===== config.mk =====
export PLATFORM = sky130hd
export DESIGN_NAME = tag_raw_readout
export DESIGN_NICKNAME = d
export VERILOG_FILES = /design/src/rtl/tag_raw_readout.sv
export SDC_FILE = /design/constraint.sdc
export NUM_CORES = 1
export LEC_CHECK = 0
export BUFFER_PORTS_ARGS = -buffer_cell sky130_fd_sc_hd__buf_2
export CORE_AREA = 5 5 181 139
export DETAILED_ROUTE_END_ITERATION = 6
export DIE_AREA = 0 0 186 144
export GPL_TIMING_DRIVEN = 1
export PLACE_DENSITY = 0.86
export REMOVE_ABC_BUFFERS = 1
export SETUP_SLACK_MARGIN = 0.15
export SLEW_MARGIN = 20
export SYNTH_ARGS = -nofsm -noshare
export SYNTH_HDL_FRONTEND = slang
export SYNTH_SLANG_ARGS = --single-unit

===== constraint.sdc =====
create_clock -name clk -period 2.7 [get_ports clk]
set_input_delay 0 -clock clk [delete_from_list [all_inputs] [get_ports clk]]
set_output_delay 0 -clock clk [all_outputs]
set_load 0.01 [all_outputs]

===== src/rtl/tag_raw_readout.sv =====
// tag_raw_readout: reads entries 0..nevt-1 from the tag raw-event RAM and
// streams the lower 128 bits of each entry as four 32-bit words. Every frame
// is a header, the payload and a trailer that carries a folded XOR checksum.
//
// Stream handshake: a beat moves on a rising clk edge where dout_valid and
// dout_ready are both high. Once dout_valid is raised, dout, dout_valid and
// dout_last are held unchanged until that beat moves; valid is never dropped
// before the transfer.
module tag_raw_readout #(
    parameter int          AW      = 11,
    parameter int          RD_LAT  = 1,
    parameter logic [15:0] HDR_TAG = 16'hEEEE,
    parameter logic [15:0] TRL_TAG = 16'hFFFF
) (
    input  logic          clk,
    input  logic          rst,
    input  logic          start,
    input  logic [11:0]   nevt,
    output logic [AW-1:0] raw_raddr,
    output logic          raw_rena,
    input  logic [255:0]  raw_rdata,
    output logic [31:0]   dout,
    output logic          dout_valid,
    input  logic          dout_ready,
    output logic          dout_last,
    output logic          busy,
    output logic [2:0]    dbg_state
);

    typedef enum logic [2:0] {
        S_IDLE    = 3'd0,
        S_HEADER  = 3'd1,
        S_FETCH   = 3'd2,
        S_WAIT    = 3'd3,
        S_SEND    = 3'd4,
        S_TRAILER = 3'd5
    } state_t;

    state_t          r_state;
    logic [11:0]     r_nevt;
    logic [11:0]     r_cnt;
    logic [1:0]      r_idx;
    logic [1:0]      r_wcnt;
    logic [31:0]     r_csum;
    logic [127:0]    r_hold;
    logic [AW-1:0]   r_raddr;
    logic            r_rena;
    logic [31:0]     r_dout;
    logic            r_valid;
    logic            r_last;
    logic            r_busy;

    logic [11:0]     w_nevt_clamp;
    logic            w_xfer;
    logic [31:0]     w_csum_nx;
    logic [11:0]     w_cnt_nx;
    logic [1:0]      w_idx_nx;
    logic [31:0]     w_word_nx;
    logic [31:0]     w_trl_send;
    logic [31:0]     w_trl_empty;
    logic            w_unused_hi;

    // Requests above the RAM depth are clamped to a full-RAM readout.
    assign w_nevt_clamp = (nevt > 12'd2048) ? 12'd2048 : nevt;
    assign w_xfer       = r_valid & dout_ready;
    // Checksum including the beat that is moving this cycle.
    assign w_csum_nx    = r_csum ^ r_dout;
    assign w_cnt_nx     = r_cnt + 12'd1;
    assign w_idx_nx     = r_idx + 2'd1;
    assign w_word_nx    = r_hold[{w_idx_nx, 5'd0} +: 32];
    assign w_trl_send   = {TRL_TAG, w_csum_nx[31:16] ^ w_csum_nx[15:0]};
    assign w_trl_empty  = {TRL_TAG, r_csum[31:16] ^ r_csum[15:0]};
    // Upper half of each RAM entry is not part of the readout.
    assign w_unused_hi  = ^raw_rdata[255:128];

    assign raw_raddr  = r_raddr;
    assign raw_rena   = r_rena;
    assign dout       = r_dout;
    assign dout_valid = r_valid;
    assign dout_last  = r_last;
    assign busy       = r_busy;
    assign dbg_state  = r_state;

    // Readout sequencer; all outputs are registered and loaded on state entry.
    always_ff @(posedge clk or negedge rst) begin
        if (!rst) begin
            r_state <= S_IDLE;
            r_nevt  <= '0;
            r_cnt   <= '0;
            r_idx   <= '0;
            r_wcnt  <= '0;
            r_csum  <= '0;
            r_hold  <= '0;
            r_raddr <= '0;
            r_rena  <= 1'b0;
            r_dout  <= '0;
            r_valid <= 1'b0;
            r_last  <= 1'b0;
            r_busy  <= 1'b0;
        end else begin
            case (r_state)
                S_IDLE: begin
                    if (start) begin
                        r_nevt  <= w_nevt_clamp;
                        r_cnt   <= '0;
                        r_csum  <= '0;
                        r_dout  <= {HDR_TAG, 4'h0, w_nevt_clamp};
                        r_valid <= 1'b1;
                        r_busy  <= 1'b1;
                        r_state <= S_HEADER;
                    end
                end
                S_HEADER: begin
                    if (w_xfer) begin
                        if (r_nevt == 12'd0) begin
                            r_dout  <= w_trl_empty;
                            r_last  <= 1'b1;
                            r_state <= S_TRAILER;
                        end else begin
                            r_valid <= 1'b0;
                            r_dout  <= '0;
                            r_raddr <= r_cnt[AW-1:0];
                            r_rena  <= 1'b1;
                            r_state <= S_FETCH;
                        end
                    end
                end
                S_FETCH: begin
                    r_rena  <= 1'b0;
                    r_wcnt  <= '0;
                    r_state <= S_WAIT;
                end
                S_WAIT: begin
                    if (r_wcnt == 2'(RD_LAT - 1)) begin
                        r_hold  <= raw_rdata[127:0];
                        r_idx   <= '0;
                        r_dout  <= raw_rdata[31:0];
                        r_valid <= 1'b1;
                        r_state <= S_SEND;
                    end else begin
                        r_wcnt <= r_wcnt + 2'd1;
                    end
                end
                S_SEND: begin
                    if (w_xfer) begin
                        r_csum <= w_csum_nx;
                        r_idx  <= w_idx_nx;
                        if (r_idx == 2'd3) begin
                            r_cnt <= w_cnt_nx;
                            if (w_cnt_nx == r_nevt) begin
                                r_dout  <= w_trl_send;
                                r_last  <= 1'b1;
                                r_state <= S_TRAILER;
                            end else begin
                                r_valid <= 1'b0;
                                r_dout  <= '0;
                                r_raddr <= w_cnt_nx[AW-1:0];
                                r_rena  <= 1'b1;
                                r_state <= S_FETCH;
                            end
                        end else begin
                            r_dout <= w_word_nx;
                        end
                    end
                end
                S_TRAILER: begin
                    if (w_xfer) begin
                        r_dout  <= '0;
                        r_valid <= 1'b0;
                        r_last  <= 1'b0;
                        r_busy  <= 1'b0;
                        r_state <= S_IDLE;
                    end
                end
                default: begin
                    r_state <= S_IDLE;
                end
            endcase
        end
    end

endmodule


Word level (Yosys, flattened, before mapping)
Index checks and enable logic that the tools add are counted.
Word-level totals
  register bits after elaboration: 238
  bits of input ports: 272
Cells by class
  $add $sub $neg: 3
  equality and inequality tests: 18
  magnitude comparators: 1
  bitwise logic cells: 4
  mux-type cells: 59
  shift-type cells: 1
  reductions and logical operators: 24
Operator list (count)
  32-bit two-way mux: 10
  32-bit case mux with 5 select lines: 1
  128-bit by 8-bit variable part select with 32-bit output: 1
  32-bit case mux with 2 select lines: 1
  11-bit two-way mux: 5
  12-bit two-way mux: 4
  16-bit bitwise XOR: 2
  32-bit bitwise XOR: 1
  3-bit two-way mux: 8
  12-bit case mux with 2 select lines: 1
  6-bit AND reduction: 4
  2-bit inequality test, second input constant: 11
  11-bit case mux with 2 select lines: 1
  1-bit two-way mux: 18
  3-bit case mux with 6 select lines: 1
  12-bit by 1-bit adder with 12-bit output, second input constant: 1
  12-bit equality test: 1
  12-bit > comparator, second input constant: 1
  12-bit zero test: 1
  2-bit nonzero test: 5
  3-bit AND reduction: 3
  9-bit AND reduction: 1
  2-bit case mux with 2 select lines: 2
  7-bit AND reduction: 1
  16 further kinds: 25

Longest topological paths before layout
Gate-level depths: netlist of the first run.
  depth in word-level cells: 6
  mapped depth: 10

Worst setup path before layout of the first run
OpenSTA, ideal clock, no wires.
  path type: register to register
  start: register r_cnt[0]
  end: register r_raddr[1] (netlist: raw_raddr[1])
  library setup time: 0.125 ns
  period minus slack after synthesis: 2.453 ns
  slack: 0.247 ns
  arrival: 2.328 ns
  required time: 2.575 ns
  stages on the path, launching flop included: 10
  path buffers: 2
  cell sequence: dfrtp_1 > ha_1 > buf_2 > and3_1 > and4_1 > o2111ai_1 > nor4_4 > a31oi_1 > buf_6 > mux2_4
On the way
  cells in the longest elaborated chain, start to end: 5
Ends and longest elaborated chain
  start, declared: RTL line 41  | logic [11:0] r_cnt;
  start signal, assigned: RTL line 149  | r_cnt <= w_cnt_nx;
  12-bit by 1-bit adder with 12-bit output (*): RTL line 68  | assign w_cnt_nx = r_cnt + 12'd1;
  parallel branches: the longest is 4 deep, another holds 12-bit equality test
  end signal, assigned: RTL line 122  | r_raddr <= r_cnt[AW-1:0];
  end signal, assigned: RTL line 157  | r_raddr <= w_cnt_nx[AW-1:0];
  end, declared: RTL line 46  | logic [AW-1:0] r_raddr;
Mark *: on every way between the ends. The select of a mux whose other input is x is not followed.
A chain may end at the register's enable or synchronous reset.

Worst setup path after layout of the first run
  start: register r_nevt[8]
  end: register r_dout[23] (netlist: dout[23])
On the way
  cells in the longest elaborated chain, start to end: 5
Ends and longest elaborated chain
  start, declared: RTL line 40  | logic [11:0] r_nevt;
  start signal, assigned: RTL line 104  | r_nevt <= w_nevt_clamp;
  12-bit equality test: RTL line 150  | if (w_cnt_nx == r_nevt) begin
  32-bit two-way mux: RTL line 150
  32-bit two-way mux: RTL line 148  | if (r_idx == 2'd3) begin
  32-bit two-way mux: RTL line 145  | if (w_xfer) begin
  32-bit case mux with 5 select lines (*): RTL line 101  | case (r_state)
  end signal, assigned: RTL line 107  | r_dout <= {HDR_TAG, 4'h0, w_nevt_clamp};
  end signal, assigned: RTL line 151  | r_dout <= w_trl_send;
  end signal, assigned: RTL line 162  | r_dout <= w_word_nx;
  end, declared: RTL line 48  | logic [31:0] r_dout;
Mark *: on every way between the ends. The rest lies on a longest branch, timed or not. The select of a mux whose other input is x is not followed.

==> results of run 1 <==
==> power by group through the flow <==
| stage | Combinational (uW) | Sequential (uW) | Clock [uW] |
|---|---|---|---|
| 2_1_floorplan | 4500 | 6120 | 0 |
| 3_3_place_gp | 6450 | 6070 | 0 |
| 3_5_place_dp | 6710 | 6190 | 0 |
| 4_1_cts | 6940 | 6150 | 3520 |
| 5_1_grt | 7790 | 6430 | 3720 |
| 6_report | 7250 | 6310 | 3530 |
==> metrics by stage <==
step / hold slack [ps] / setup WS (ps) / TNS, ps
floorplan: -296 / -1990 / -307560
global placement: 103 / 190 / 0
detailed placement: 119 / 134 / 0
CTS: 0.723 / 207 / 0
global route: 41.9 / 138 / 0
finish: 7.50 / 192 / 0
==> state kept, by name (all words and copies together), names as in the netlist <==
register	count
dout_valid	1
dbg_state	3
raw_raddr	11
raw_rena	1
busy	1
r_wcnt	2
r_idx	2
r_cnt	12
r_csum	32
r_hold	128
dout_last	1
r_nevt	12
dout	32
==> synthesized netlist by cell type, drive strengths merged (8+ instances only) <==
cell       n  share of area [%]
a21oi     28                1.1
a22oi     15               0.92
a31oi     29                1.5
buf       37                1.5
clkbuf    44                1.3
dfrtp    238                 48
inv        8               0.24
mux2     138                 13
mux2i     33                2.7
mux4      32                5.9
nand2    118                3.6
nand3     14               0.57
nor2      74                2.3
nor4      17                1.1
o2111ai   12               0.86
o211ai    12               0.73
o21ai     92                3.7
xnor2     35                2.5
xor2      27                1.9
==> critical path, delay by kind of cell (launching register included) <==
| family | cells | cell delay (ps) |
|---|---|---|
| flops | 1 | 460 |
| buf+inv | 2 | 380 |
| simple gates | 4 | 1000 |
| compound gates | 2 | 590 |
==> per-layer routing <==
metal	wire, um	part of all wire [%]
met2	19400	49
met3	3440	8.7
met5	0	0
met4	1540	3.9
met1	15100	38
==> kinds of logic after synthesis <==
group,Yosys count,synth area share [%]
fa+ha+maj,4,0.407
xor+xnor,62,4.42
flops,238,48.5
buf+inv,89,3.12
compound gates,226,11.8
simple gates,271,10.4
mux,203,21.4
==> cell usage in the layout (no fill, tap or decap), drive strengths merged, types with 5 or more instances in the layout <==
cell	Yosys	final
xor2	27	27
buf	37	248
nor4	17	17
o31ai	5	5
nand3	14	14
mux2	138	138
nand2b	5	5
xnor2	35	35
mux4	32	32
dfrtp	238	238
o211ai	12	12
nor2	74	75
o21ai	92	92
mux2i	33	33
nor3	5	5
a31oi	29	29
inv	8	9
a21oi	28	28
o2111ai	12	12
nand2	118	118
and3	5	5
a22oi	15	15
clkbuf	44	37
and2	5	5
dlygate4sd3	0	142
==> layout make-up <==
type	instances	share of cell area (%)
Tap cell	306	2.37
Antenna cell	2	0.0309
Clock buffer	37	4.45
Sequential cell	238	36.8
Clock inverter	7	0.634
Inverter	8	0.186
Timing Repair Buffer	390	18.1
Multi-Input combinational cell	767	37.4
==> path summary, 6_finish.rpt <==
kind / from / endpoint / slack (ps) / cells after the start
hold / removal: dout_ready / dout_valid / 8 / 5
setup reg to reg: r_nevt[8] / dout[23] / 190 / 8
max in group asynchronous: rst / r_hold[43] / 1710 / 3
setup / recovery: r_nevt[8] / dout[23] / 190 / 8
hold reg to reg: raw_raddr[10] / raw_raddr[10] / 490 / 1
min in group asynchronous: rst / raw_rena / 120 / 2
==> repair_timing <==
| action | in CTS | in global routing |
|---|---|---|
| buffers inserted | 0 | 3 |
| endpoints found under the setup margin | 2 | 50 |
| endpoints found under the hold margin | 270 | 0 |
| cloned | 0 | 2 |
| gates resized for setup | 1 | 15 |
| pin swaps | 0 | 3 |
| hold buffers | 142 | 0 |
==> qor.txt, run 1 <==
Layout cell share with drive strength beyond 1: 33.9%
Seq pwr share: 36.9%
Starting DRT DRC Count: 1086
DRC viols: 8
CTS tree: yes
Arrival time worst endpoint: 2960 ps
M1 GR Usage: 37.8%
GR Util met2: 48.9%
Pin count of the biggest net entering global routing: 104
Final nets: 1706
Antenna Nets Post-Route: 0
Min Tclk post-route: 2510 ps
Hold/Removal Path Class: input pin to flip-flop
Critical path type: flip-flop to flip-flop
Final Total Pwr: 17100 uW
Leakage: 0.00705 uW
Vias in the first global route: 11200
Sw frac: 37.4%
Die height: 144 um
Clock sink count: 238
Initial Util: 52.5%
Most used DFF post-synth: dfrtp_1
Detailed Place HPWL: 23000 um
Power per cell area: 1060 nW/um2
Crit-path cells: or3b_4 -> a2111oi_4 -> nor3_2 -> buf_4 -> nor4_4 -> nand4_1 -> buf_12 -> a31oi_1
Peak supply drop: 0.645 mV
First-pass GRT wire length: 61800 um
Core footprint: 23400 um2
DR vias/cell: 6.10
Rows: 49
Iteration count of the initial detailed-routing pass: 7
Critical Path Max Stage Delay: 460 ps
Status: finished, violations left
Switch Pwr: 6400 uW
Final hold violation count: 0
Failing checks: DRC
Type of origin of the critical path: flip-flop
Initial antenna violation count: 1
Worst Path Max Fanout: 32
Final core utilization: 69.1%
P_int: 10700 uW
Slew Viols, Final: 0
Die W: 186 um
Post-Route Skew: 21.8 ps
Final wirelength: 39500 um
Sequential share of the synthesized area: 48.5%
Clk pin slew, worst setup/hold paths: 60 ps
Final Cycle Share: 92.9%
Max-Slew Margin vs Limit: 44.6%
EDFF count, synth: 0
GR Util met3: 6.86%
Seq cells post-synth: 238
I/O Pins: 322
Port Buf Inserts: 193
Worst-margin pin slew: 830 ps
Max Clk Rate: 0.399 GHz
Die ar.: 26800 um2
Final Non-Filler Cells: 1755
Fin area: 16200 um2
Maximum clock insertion buffer count: 3
Vias: 10700
Syn Inst Count: 1093
Cell count after placement: 1562
Total CTS buffers: 25
Critical Path RT: 3150 ps
Gr ovfl total: 0
H-tree levels: 1
P&R area growth vs syn: 31.7%
Netlist cell types: 64
Seq. cell area: 5960 um2
Nature of the critical path endpoint: flip-flop
Max cap viols: 0
Async SR Flop Fraction: 100%
Total number of yosys warnings: 0
RSZ-0062 raised after global routing: false
# fillers: 1611
CP max-delay cell: dfrtp_2
Setup Viol. Count Final: 0
Post-Syn Area per Cell: 11.2 um2
Root buf cell: clkbuf_16
Area post-placement: 13800 um2
Routed length per placed instance: 22.5 um
Synthesized area: 12300 um2
Global placer's final weighted congestion: 0.936
Area of the multi-input gates: 6060 um2
Clock latency on the worst-skew pair: 540 ps
Gr usage total: 29.4%
Clk pwr share: 20.6%
Grt peak-use layer: met2
Logic pwr share: 42.4%
(Power assumes the default switching activity.)
==> run 2, diff against run 1 <==
--- a/config.mk
+++ b/config.mk
@@ -6,11 +6,11 @@
 export NUM_CORES = 1
 export LEC_CHECK = 0
 export BUFFER_PORTS_ARGS = -buffer_cell sky130_fd_sc_hd__buf_2
-export CORE_AREA = 5 5 181 139
+export CORE_AREA = 5 5 157 159
 export DETAILED_ROUTE_END_ITERATION = 6
-export DIE_AREA = 0 0 186 144
+export DIE_AREA = 0 0 162 164
 export GPL_TIMING_DRIVEN = 1
-export PLACE_DENSITY = 0.86
+export PLACE_DENSITY = 0.87
 export REMOVE_ABC_BUFFERS = 1
 export SETUP_SLACK_MARGIN = 0.15
 export SLEW_MARGIN = 20
==> run 2 against run 1 <==
The flow now finishes without violations. Core utilization grew 1.1 points. Critical path depth is the same. Worst hold slack gained 5.5 ps. Die area shrank 0.81%. Combinational power shrank 0.6%. Power grew 2.3%. Register-to-register slack gained 30 ps. Sequential power is essentially flat. Final cell count shrank 1.3%. Global-route usage shrank 0.12 points. Clock skew shrank 7.6 ps. Critical path type unchanged.
==> qor.txt, run 2 (synthesized netlist as in run 1, its figures left out) <==
Status: finished, final reports clean (was finished, violations left)
Maximum clock insertion buffer count: 3 (unchanged)
Setup tns final: 0 ps (unchanged)
Pin count of the biggest net entering global routing: 75 (was 104)
Type of origin of the critical path: flip-flop (unchanged)
Total CTS buffers: 26 (was 25)
R2r endpoint: dout[25] (was dout[23])
Min Tclk post-route: 2480 ps (was 2510 ps)
Die height: 164 um (was 144 um)
Setup Viol. Count Final: 0 (unchanged)
First-pass GRT wire length: 61500 um (was 61800 um)
Final nets: 1697 (was 1706)
Cell count after placement: 1540 (was 1562)
Grt peak-use layer: met2 (unchanged)
Nature of the critical path endpoint: flip-flop (unchanged)
Die ar.: 26600 um2 (was 26800 um2)
Crit-path cells: ha_4 -> nand3_1 -> nor4b_2 -> nor3_2 -> nor4_4 -> nand4_1 -> buf_12 -> a31oi_2 (was or3b_4 -> a2111oi_4 -> nor3_2 -> buf_4 -> nor4_4 -> nand4_1 -> buf_12 -> a31oi_1)
Max-Slew Margin vs Limit: 42.7% (was 44.6%)
Vias in the first global route: 11300 (was 11200)
Slew Viols, Final: 0 (unchanged)
Die W: 162 um (was 186 um)
Reg2reg start: r_cnt[1] (was r_nevt[8])
R2R cell count: 8 (unchanged)
Critical Path Max Stage Delay: 420 ps (was 460 ps)
Max cap viols: 0 (unchanged)
I/O Pins: 322 (unchanged)
Detailed Place HPWL: 22600 um (was 23000 um)
M1 GR Usage: 36.1% (was 37.8%)
Layout cell share with drive strength beyond 1: 33.7% (was 33.9%)
Vias: 10700 (about the same)
Peak supply drop: 0.669 mV (was 0.645 mV)
Worst Path Max Fanout: 32 (unchanged)
Critical Path RT: 3130 ps (was 3150 ps)
Final Cycle Share: 91.8% (was 92.9%)
Max Clk Rate: 0.403 GHz (was 0.399 GHz)
H-tree levels: 1 (unchanged)
Leakage: 0.00707 uW (was 0.00705 uW)
Gr usage total: 29.2% (was 29.4%)
Most common cell after layout, fill and taps aside: dfrtp_1 (unchanged)
Clock latency on the worst-skew pair: 540 ps (about the same)
Reg2reg setup slack: 220 ps (was 190 ps)
CTS tree: yes (unchanged)
DR vias/cell: 6.18 (was 6.10)
Gr ovfl total: 0 (unchanged)
Global placer's final weighted congestion: 0.887 (was 0.936)
Final hold violation count: 0 (unchanged)
Final Non-Filler Cells: 1733 (was 1755)
Initial antenna violation count: 1 (unchanged)
Root buf cell: clkbuf_16 (unchanged)
Rows: 56 (was 49)
Crit path buf inv count: 1 (was 2)
Reg with most FFs: r_hold (unchanged)
Worst-margin pin slew: 857 ps (was 830 ps)
Core footprint: 23100 um2 (was 23400 um2)
Port Buf Inserts: 193 (unchanged)
Largest delay share family, worst path: simple AND/OR/NAND/NOR gates (unchanged)
GR Util met3: 5.85% (was 6.86%)
Final wirelength: 39200 um (was 39500 um)
RSZ-0062 raised after global routing: false (unchanged)
CP max-delay cell: dfrtp_2 (unchanged)
Clock sink count: 238 (unchanged)
Critical path type: flip-flop to flip-flop (unchanged)
Commonest cells after routing, fill and taps aside: dfrtp_1 (230), buf_2 (192), dlygate4sd3_1 (143) (was dfrtp_1 (234), buf_2 (193), dlygate4sd3_1 (142))
GR Util met2: 49.7% (was 48.9%)
Iteration count of the initial detailed-routing pass: 5 (was 7)
Hold/Removal Path Class: input pin to asynchronous set/reset pin (was input pin to flip-flop)
Routed length per placed instance: 22.6 um (was 22.5 um)
Post-Route Skew: 14.2 ps (was 21.8 ps)
P&R area growth vs syn: 32.0% (was 31.7%)
Max FFs per register: 128 (unchanged)
Arrival time worst endpoint: 2910 ps (was 2960 ps)
DRC viols: 0 (was 8)
Initial Util: 53.1% (was 52.5%)
Clk pin slew, worst setup/hold paths: 70 ps (was 60 ps)
Power per cell area: 1080 nW/um2 (was 1060 nW/um2)
Antenna Nets Post-Route: 0 (unchanged)
Starting DRT DRC Count: 823 (was 1086)
==> run 2: cell count changes in the layout (fill, tap and decap cells not counted), sizes merged <==
| cell | before | now |
|---|---|---|
| clkinvlp | 1 | 0 |
| bufinv | 2 | 5 |
| buf | 248 | 238 |
| nor2 | 75 | 74 |
| clkbuf | 37 | 36 |
| clkinv | 3 | 7 |
| inv | 9 | 8 |
| dlygate4sd3 | 142 | 143 |
==> run 2: worst max path at each step <==
stage / startpoint / slack [ps] / cells after the start / to
5_1_grt: r_cnt[2] / 130 / 8 / dout[25]
2_1_floorplan: dbg_state[1] / -1990 / 3 / r_hold[0]
3_5_place_dp: r_cnt[1] / 110 / 8 / raw_raddr[10]
3_3_place_gp: r_cnt[1] / 100 / 8 / raw_raddr[10]
4_1_cts: r_wcnt[0] / 150 / 7 / dout[17]
6_report: r_cnt[1] / 220 / 8 / dout[25]
==> run 2: metrics by stage <==
| stage | util [%] | hold slack, ps | setup WS (ps) | total power (uW) | cell area (um2) |
|---|---|---|---|---|---|
| global route | 70.2 | 57.3 | 133 | 18300 | 16200 |
| CTS | 69.9 | 27.4 | 150 | 17000 | 16200 |
| detailed placement | 59.6 | -16.1 | 106 | 12900 | 13800 |
| finish | 70.2 | 13.0 | 220 | 17500 | 16200 |
| floorplan | - | -296 | -1990 | 10600 | 11900 |
| global placement | 59.6 | -12.6 | 96.6 | 12500 | 13800 |
==> run 2: repair_timing <==
item,in CTS,in global routing
hold endpoints to repair,411,0
endpoints found under the setup margin,30,41
buffers inserted,0,0
gates resized for setup,2,14
pin swaps,0,1
hold buffers,143,0
==> run 2: report_power, final <==
part           switching, uW  total, uW  internal (uW)
clock network           1540       3980           2440
logic                   3650       7210           3570
registers               1260       6290           5040
==> run 2: cell type report <==
class | instances | area (um2)
antenna | 2 | 5.00
clock buffer | 36 | 759
clock inverter | 12 | 193
fill | 1531 | 6900
inverter | 8 | 30.0
multi-input combinational | 766 | 6050
sequential | 238 | 5970
tap | 290 | 363
timing repair buffer | 381 | 2860
==> run 2: layer usage <==
metal,wire (um),part of all wire [%]
met4,2030,5.2
met5,0,0
met2,19400,49
met1,14700,38
met3,3110,7.9
==> run 2: worst reg2reg max path: cells and delay by family, from the launching register on <==
kind                       cells  cell delay [ps]
and+or+nand+nor                5             1240
DFF                            1              420
AOI/OAI and AO/OA              1              290
buffers and inverters          1              220
adders and majority gates      1              200
